$ cat src/rtl/text_update_sched_if.sv
// Bundle between the field updaters / VGA counter and the font character store.
// The requester side (master) drives requests, field bytes and V_ON; the scheduler (slave) drives the write port.
interface text_update_sched_if;
  logic        V_ON;
  logic [2:0]  req;
  logic [23:0] dat_fecha;
  logic [23:0] dat_hora;
  logic [23:0] dat_crono;
  logic [2:0]  ack;
  logic        busy;
  logic [7:0]  DIR_DATO;
  logic [3:0]  POSICION;
  logic        RD;

  modport master (
    output V_ON, req, dat_fecha, dat_hora, dat_crono,
    input  ack, busy, DIR_DATO, POSICION, RD
  );

  modport slave (
    input  V_ON, req, dat_fecha, dat_hora, dat_crono,
    output ack, busy, DIR_DATO, POSICION, RD
  );
endinterface

$ cat src/rtl/text_update_sched.sv
// Round-robin scheduler that copies 3-byte date/time/chrono fields into the text
// character store, issuing the byte writes only during vertical blanking.
//
// state   | meaning
// S_IDLE  | waiting for a request; the cycle right after a burst only clears busy
// S_WRITE | field latched; one byte written per edge while V_ON is low
module text_update_sched #(
  parameter logic [3:0] BASE_FECHA = 4'd0,
  parameter logic [3:0] BASE_HORA  = 4'd3,
  parameter logic [3:0] BASE_CRONO = 4'd6
) (
  input  logic              reloj,
  input  logic              resetM,
  text_update_sched_if.slave bus
);

  typedef enum logic {S_IDLE = 1'b0, S_WRITE = 1'b1} state_t;

  state_t      r_state;
  logic [1:0]  r_rr;
  logic [1:0]  r_gnt;
  logic [1:0]  r_idx;
  logic [23:0] r_buf;
  logic [3:0]  r_base;
  logic [2:0]  r_ack;
  logic        r_busy;
  logic        r_rd;
  logic [7:0]  r_dato;
  logic [3:0]  r_pos;

  logic [2:0]  w_rot;
  logic [1:0]  w_off;
  logic [2:0]  w_sum;
  logic [1:0]  w_gnt;
  logic        w_gnt_vld;
  logic [23:0] w_dat_sel;
  logic [3:0]  w_base_sel;
  logic [7:0]  w_byte;
  logic [1:0]  w_rr_next;

  // Rotate req so bit 0 is the requester currently holding highest priority.
  always_comb begin
    w_rot = bus.req;
    case (r_rr)
      2'd1:    w_rot = {bus.req[0], bus.req[2:1]};
      2'd2:    w_rot = {bus.req[1:0], bus.req[2]};
      default: w_rot = bus.req;
    endcase
  end

  always_comb begin
    w_off = 2'd2;
    if (w_rot[0])
      w_off = 2'd0;
    else if (w_rot[1])
      w_off = 2'd1;
  end

  assign w_gnt_vld = |bus.req;
  assign w_sum     = {1'b0, r_rr} + {1'b0, w_off};

  always_comb begin
    w_gnt = w_sum[1:0];
    if (w_sum >= 3'd3)
      w_gnt = 2'(w_sum - 3'd3);
  end

  always_comb begin
    w_dat_sel  = bus.dat_fecha;
    w_base_sel = BASE_FECHA;
    case (w_gnt)
      2'd1: begin
        w_dat_sel  = bus.dat_hora;
        w_base_sel = BASE_HORA;
      end
      2'd2: begin
        w_dat_sel  = bus.dat_crono;
        w_base_sel = BASE_CRONO;
      end
      default: begin
        w_dat_sel  = bus.dat_fecha;
        w_base_sel = BASE_FECHA;
      end
    endcase
  end

  always_comb begin
    w_byte = r_buf[7:0];
    case (r_idx)
      2'd0:    w_byte = r_buf[23:16];
      2'd1:    w_byte = r_buf[15:8];
      default: w_byte = r_buf[7:0];
    endcase
  end

  assign w_rr_next = (r_gnt == 2'd2) ? 2'd0 : r_gnt + 2'd1;

  always_ff @(posedge reloj or negedge resetM) begin
    if (!resetM) begin
      r_state <= S_IDLE;
      r_rr    <= 2'd0;
      r_gnt   <= 2'd0;
      r_idx   <= 2'd0;
      r_buf   <= 24'd0;
      r_base  <= 4'd0;
      r_ack   <= 3'd0;
      r_busy  <= 1'b0;
      r_rd    <= 1'b0;
      r_dato  <= 8'd0;
      r_pos   <= 4'd0;
    end else begin
      r_ack <= 3'd0;
      r_rd  <= 1'b0;
      if (r_state == S_IDLE) begin
        // busy still high here means the burst just ended; spend this edge dropping it.
        if (r_busy) begin
          r_busy <= 1'b0;
        end else if (w_gnt_vld) begin
          r_ack   <= 3'b001 << w_gnt;
          r_busy  <= 1'b1;
          r_buf   <= w_dat_sel;
          r_base  <= w_base_sel;
          r_gnt   <= w_gnt;
          r_idx   <= 2'd0;
          r_state <= S_WRITE;
        end
      end else begin
        if (!bus.V_ON) begin
          r_rd   <= 1'b1;
          r_dato <= w_byte;
          r_pos  <= r_base + {2'b00, r_idx};
          if (r_idx == 2'd2) begin
            r_idx   <= 2'd0;
            r_rr    <= w_rr_next;
            r_state <= S_IDLE;
          end else begin
            r_idx <= r_idx + 2'd1;
          end
        end
      end
    end
  end

  assign bus.ack      = r_ack;
  assign bus.busy     = r_busy;
  assign bus.RD       = r_rd;
  assign bus.DIR_DATO = r_dato;
  assign bus.POSICION = r_pos;

endmodule
$ cat src/flat_wrapper.sv
// flat-port wrapper written by rule: the top's interface ports become plain ports
module text_update_sched_flat 
#(
  parameter logic [3:0] BASE_FECHA = 4'd0,
  parameter logic [3:0] BASE_HORA  = 4'd3,
  parameter logic [3:0] BASE_CRONO = 4'd6
)
  (reloj, resetM, bus_V_ON, bus_req, bus_dat_fecha, bus_dat_hora, bus_dat_crono, bus_ack, bus_busy, bus_DIR_DATO, bus_POSICION, bus_RD);
  text_update_sched_if bus_i ();
  input  logic reloj;
  input  logic resetM;
  input wire logic [$bits(bus_i.V_ON)-1:0] bus_V_ON;
  input wire logic [$bits(bus_i.req)-1:0] bus_req;
  input wire logic [$bits(bus_i.dat_fecha)-1:0] bus_dat_fecha;
  input wire logic [$bits(bus_i.dat_hora)-1:0] bus_dat_hora;
  input wire logic [$bits(bus_i.dat_crono)-1:0] bus_dat_crono;
  output wire logic [$bits(bus_i.ack)-1:0] bus_ack;
  output wire logic [$bits(bus_i.busy)-1:0] bus_busy;
  output wire logic [$bits(bus_i.DIR_DATO)-1:0] bus_DIR_DATO;
  output wire logic [$bits(bus_i.POSICION)-1:0] bus_POSICION;
  output wire logic [$bits(bus_i.RD)-1:0] bus_RD;
  assign bus_i.V_ON = bus_V_ON;
  assign bus_i.req = bus_req;
  assign bus_i.dat_fecha = bus_dat_fecha;
  assign bus_i.dat_hora = bus_dat_hora;
  assign bus_i.dat_crono = bus_dat_crono;
  assign bus_ack = bus_i.ack;
  assign bus_busy = bus_i.busy;
  assign bus_DIR_DATO = bus_i.DIR_DATO;
  assign bus_POSICION = bus_i.POSICION;
  assign bus_RD = bus_i.RD;
  text_update_sched #(.BASE_FECHA(BASE_FECHA), .BASE_HORA(BASE_HORA), .BASE_CRONO(BASE_CRONO)) u_core (.reloj(reloj), .resetM(resetM), .bus(bus_i));
endmodule
$ cat config.mk
export PLATFORM = sky130hd
export DESIGN_NAME = text_update_sched_flat
export DESIGN_NICKNAME = d
export VERILOG_FILES = /design/src/rtl/text_update_sched_if.sv /design/src/rtl/text_update_sched.sv /design/src/flat_wrapper.sv
export SDC_FILE = /design/constraint.sdc
export NUM_CORES = 1
export LEC_CHECK = 0
export BUFFER_PORTS_ARGS = -buffer_cell sky130_fd_sc_hd__buf_2
export CAP_MARGIN = 20
export CORE_MARGIN = 2
export CORE_UTILIZATION = 30
export CTS_BUF_LIST = sky130_fd_sc_hd__clkbuf_8
export DETAILED_ROUTE_END_ITERATION = 8
export PLACE_DENSITY = 0.5
export SYNTH_ARGS = -nofsm -noshare
export SYNTH_HDL_FRONTEND = slang
export SYNTH_SLANG_ARGS = --single-unit
$ cat constraint.sdc
create_clock -name reloj -period 4.8 [get_ports reloj]
set_clock_uncertainty 0.1 [all_clocks]
set_input_delay 0.24 -clock reloj [delete_from_list [all_inputs] [get_ports reloj]]
set_output_delay 0.24 -clock reloj [all_outputs]
set_load 0.03 [all_outputs]
==> impl_metrics.ini <==
[floorplan]
placementRows = 35
fp.dieH_um = 102.3
design.core.area_sq_um = 9328
initial_core_util_pct = 31.08
dieWidth_um = 102.3
die_area_sq_um = 10470
io_pins = 95

[layout]
syn2layout_area_growth_pct = 22.92
fillers = 948
drive_above_1_share_pct = 39.45
fin_nets = 452
antenna_cells = 0

[sta]
maxSlewViolCount = 0
finalSetupViolCount = 0
tightest_slew_ns = 1.018
hold_viol_final = 0
clock.fmax_ghz = 0.2373
rsz0062_at_grt = false
fin_crit_sh_pct = 87.81
min_period_ns = 4.215
relSlewSlack_pct = 32.13
setup_tns_ns = 0
holdWs_ns = 0.09821

[synthesis]
yosysSeqAreaShare_pct = 44.02
syn-num-nets = 367
synth.distinct_cells = 35
yosysTopAreaCellShare_pct = 44.02
yosys-top-cells-count = dfrtp_1 (51), nand2_1 (43), o21ai_0 (43)
synth.most_common_cell = dfrtp_1
yosys_warnings = 0
avgSynthCellArea_sq_um = 10.39
synthArstFlopShare_pct = 100.0
synth_edf_count = 0
netlist_top_cells_area = dfrtp_1 (44%), mux2_4 (9.8%), o21ai_0 (7.4%)
synth_area_sq_um = 2899
ys_ff_latch = 51
synth_fa_ha_area_share_pct = 4.834
synth_top_family_by_area = multiplexers
synth_compound_area_share_pct = 16.79
yosys.area_share.simple_pct = 9.322
synthFlopType = dfrtp_1
synth_xor_area_share_pct = 0.3021
synth.largest_area_cell = dfrtp_1
postSynthCellCount = 279
muxShareOfSynthArea_pct = 18.77

[global_routing]
overflow = 0
busiest_layer = met2
grt_max_degree = 52
use_met3_pct = 2.257
grtUsageMet1_pct = 19.11
grtUsageTotal_pct = 12.86
grt_first_pass_wirelength_mm = 10.47
grt_pass1_vias = 2094
antenna_found_initial = 0
met2_usage_pct = 19.64

[worst_setup_path]
crit_arrival_ns = 4.36
path_max_fanout = 16
critPathKind = reg2reg
critical_path_required_ns = 4.95
start_kind = flop
crit_path_end_kind = flop

[clocking]
clk_pin_slew_ns = 0.09
htree_levels = 2
clock_sinks = 51
cts_setup_buffers = 0
clk_path_buf_depth = 2
cts_tree = done
cts_root_buf = clkbuf_8
cts-buffers-inserted = 5
clk_latency_ns = 0.30

[status]
status = finished, final reports clean

[drt]
wl_mm = 6.762
drc = 0
drtIter0Drc = 80
vias = 2251
ant_nets = 0
avgViaCountPerCell = 4.557
dr.pass1.iters = 4
routedWlPerCell_um = 13.69

[flow_run]
maxCapViolations = 0

[placement]
io_buffers = 94
dpl.hpwl_mm = 4.907
gp_congestion = 0.7156

[hold_path]
hold_path.class = in2reg
[cell usage in the layout (no fill, tap or decap), types with 3 or more instances in the layout]
master,count
buf_2,94
ha_1,7
clkbuf_8,6
nor2_1,3
nand2_1,43
dfrtp_1,51
o21ai_0,43
mux2i_1,9
mux2_4,19
mux2_2,15
nor3_1,4
a22oi_1,24
buf_4,3
inv_1,14
[worst max-delay path, stage by stage (launching register included)]
cell       delay [ns]
dfrtp_1          0.39
inv_1            0.07
ha_1             0.24
nand3b_1         0.18
a211oi_1         0.25
a311o_1          0.15
ha_1             0.14
inv_1            0.05
fa_1             0.52
inv_1            0.05
ha_1             0.19
nor3b_1          0.21
a2bb2oi_1        0.36
ha_1             0.47
buf_4            0.30
a22oi_1          0.11
o21ai_0          0.23
mux2_4           0.18
[repair_timing]
item,CTS,global route
hold buffers,1,0
setup endpoints to repair,0,18
hold endpoints to repair,51,0
resized for setup,0,1
[per-layer routing]
metal | share of wire (%) | wire length (um)
met1 | 50 | 3372
met4 | 0.68 | 46
met2 | 45 | 3051
met5 | 0 | 0
met3 | 4.3 | 291
[through the flow]
step | worst slack, ns | area, sq um | util [%] | std cells
5_1_grt | 0.1689 | 3563 | 38.20 | 494
6_report | 0.5851 | 3563 | 38.20 | 494
4_1_cts | 0.3386 | 3561 | 38.18 | 494
3_3_place_gp | 0.4893 | 3433 | 36.81 | 485
2_1_floorplan | 0.9317 | 2899 | - | 279
3_5_place_dp | 0.3850 | 3433 | 36.81 | 485
[registers in the layout, indices dropped and copies added, names as in the netlist]
signal               count
u_core.bus.ack           3
u_core.r_rr              2
u_core.bus.POSICION      4
u_core.r_gnt             2
u_core.bus.RD            1
u_core.r_idx             2
u_core.bus.DIR_DATO      8
u_core.r_state           1
u_core.r_buf            24
u_core.r_base            3
u_core.bus.busy          1
[logic make-up after synthesis]
kind of cell | Yosys count
AO/OA/AOI/OAI | 79
XOR/XNOR | 1
adder cells (fa/ha/maj) | 10
buffers and inverters | 34
flip-flops | 51
multiplexers | 43
AND/OR/NAND/NOR | 61
[path summary, 6_finish.rpt]
kind                                                 endpoint                               start  cells past startpoint  slack, ns
min in group asynchronous  u_core.bus.DIR_DATO[2]$_DFFE_PN0P_                              resetM                      3       0.47
setup reg to reg                  u_core.r_buf[9]$_DFFE_PN0P_          u_core.r_rr[0]$_DFFE_PN0P_                     17       0.59
hold / removal                       u_core.r_state$_DFF_PN0_                            bus_V_ON                      3        0.1
hold reg to reg            u_core.bus.POSICION[1]$_DFFE_PN0P_  u_core.bus.POSICION[1]$_DFFE_PN0P_                      2       0.38
max in group asynchronous  u_core.bus.POSICION[2]$_DFFE_PN0P_                              resetM                      3       3.68
setup / recovery                  u_core.r_buf[9]$_DFFE_PN0P_          u_core.r_rr[0]$_DFFE_PN0P_                     17       0.59
[cell type report]
class	instances	area, sq um	share of cell area, %
Timing Repair Buffer	98	503.0	14.12
Clock buffer	6	82.58	2.317
Inverter	14	52.55	1.475
Clock inverter	2	35.03	0.9831
Tap cell	129	161.4	4.529
Sequential cell	51	1276	35.81
Multi-Input combinational cell	194	1453	40.77
Power is not shown: default switching activity piles up to over one toggle a cycle in this logic, so the estimate is an artifact.
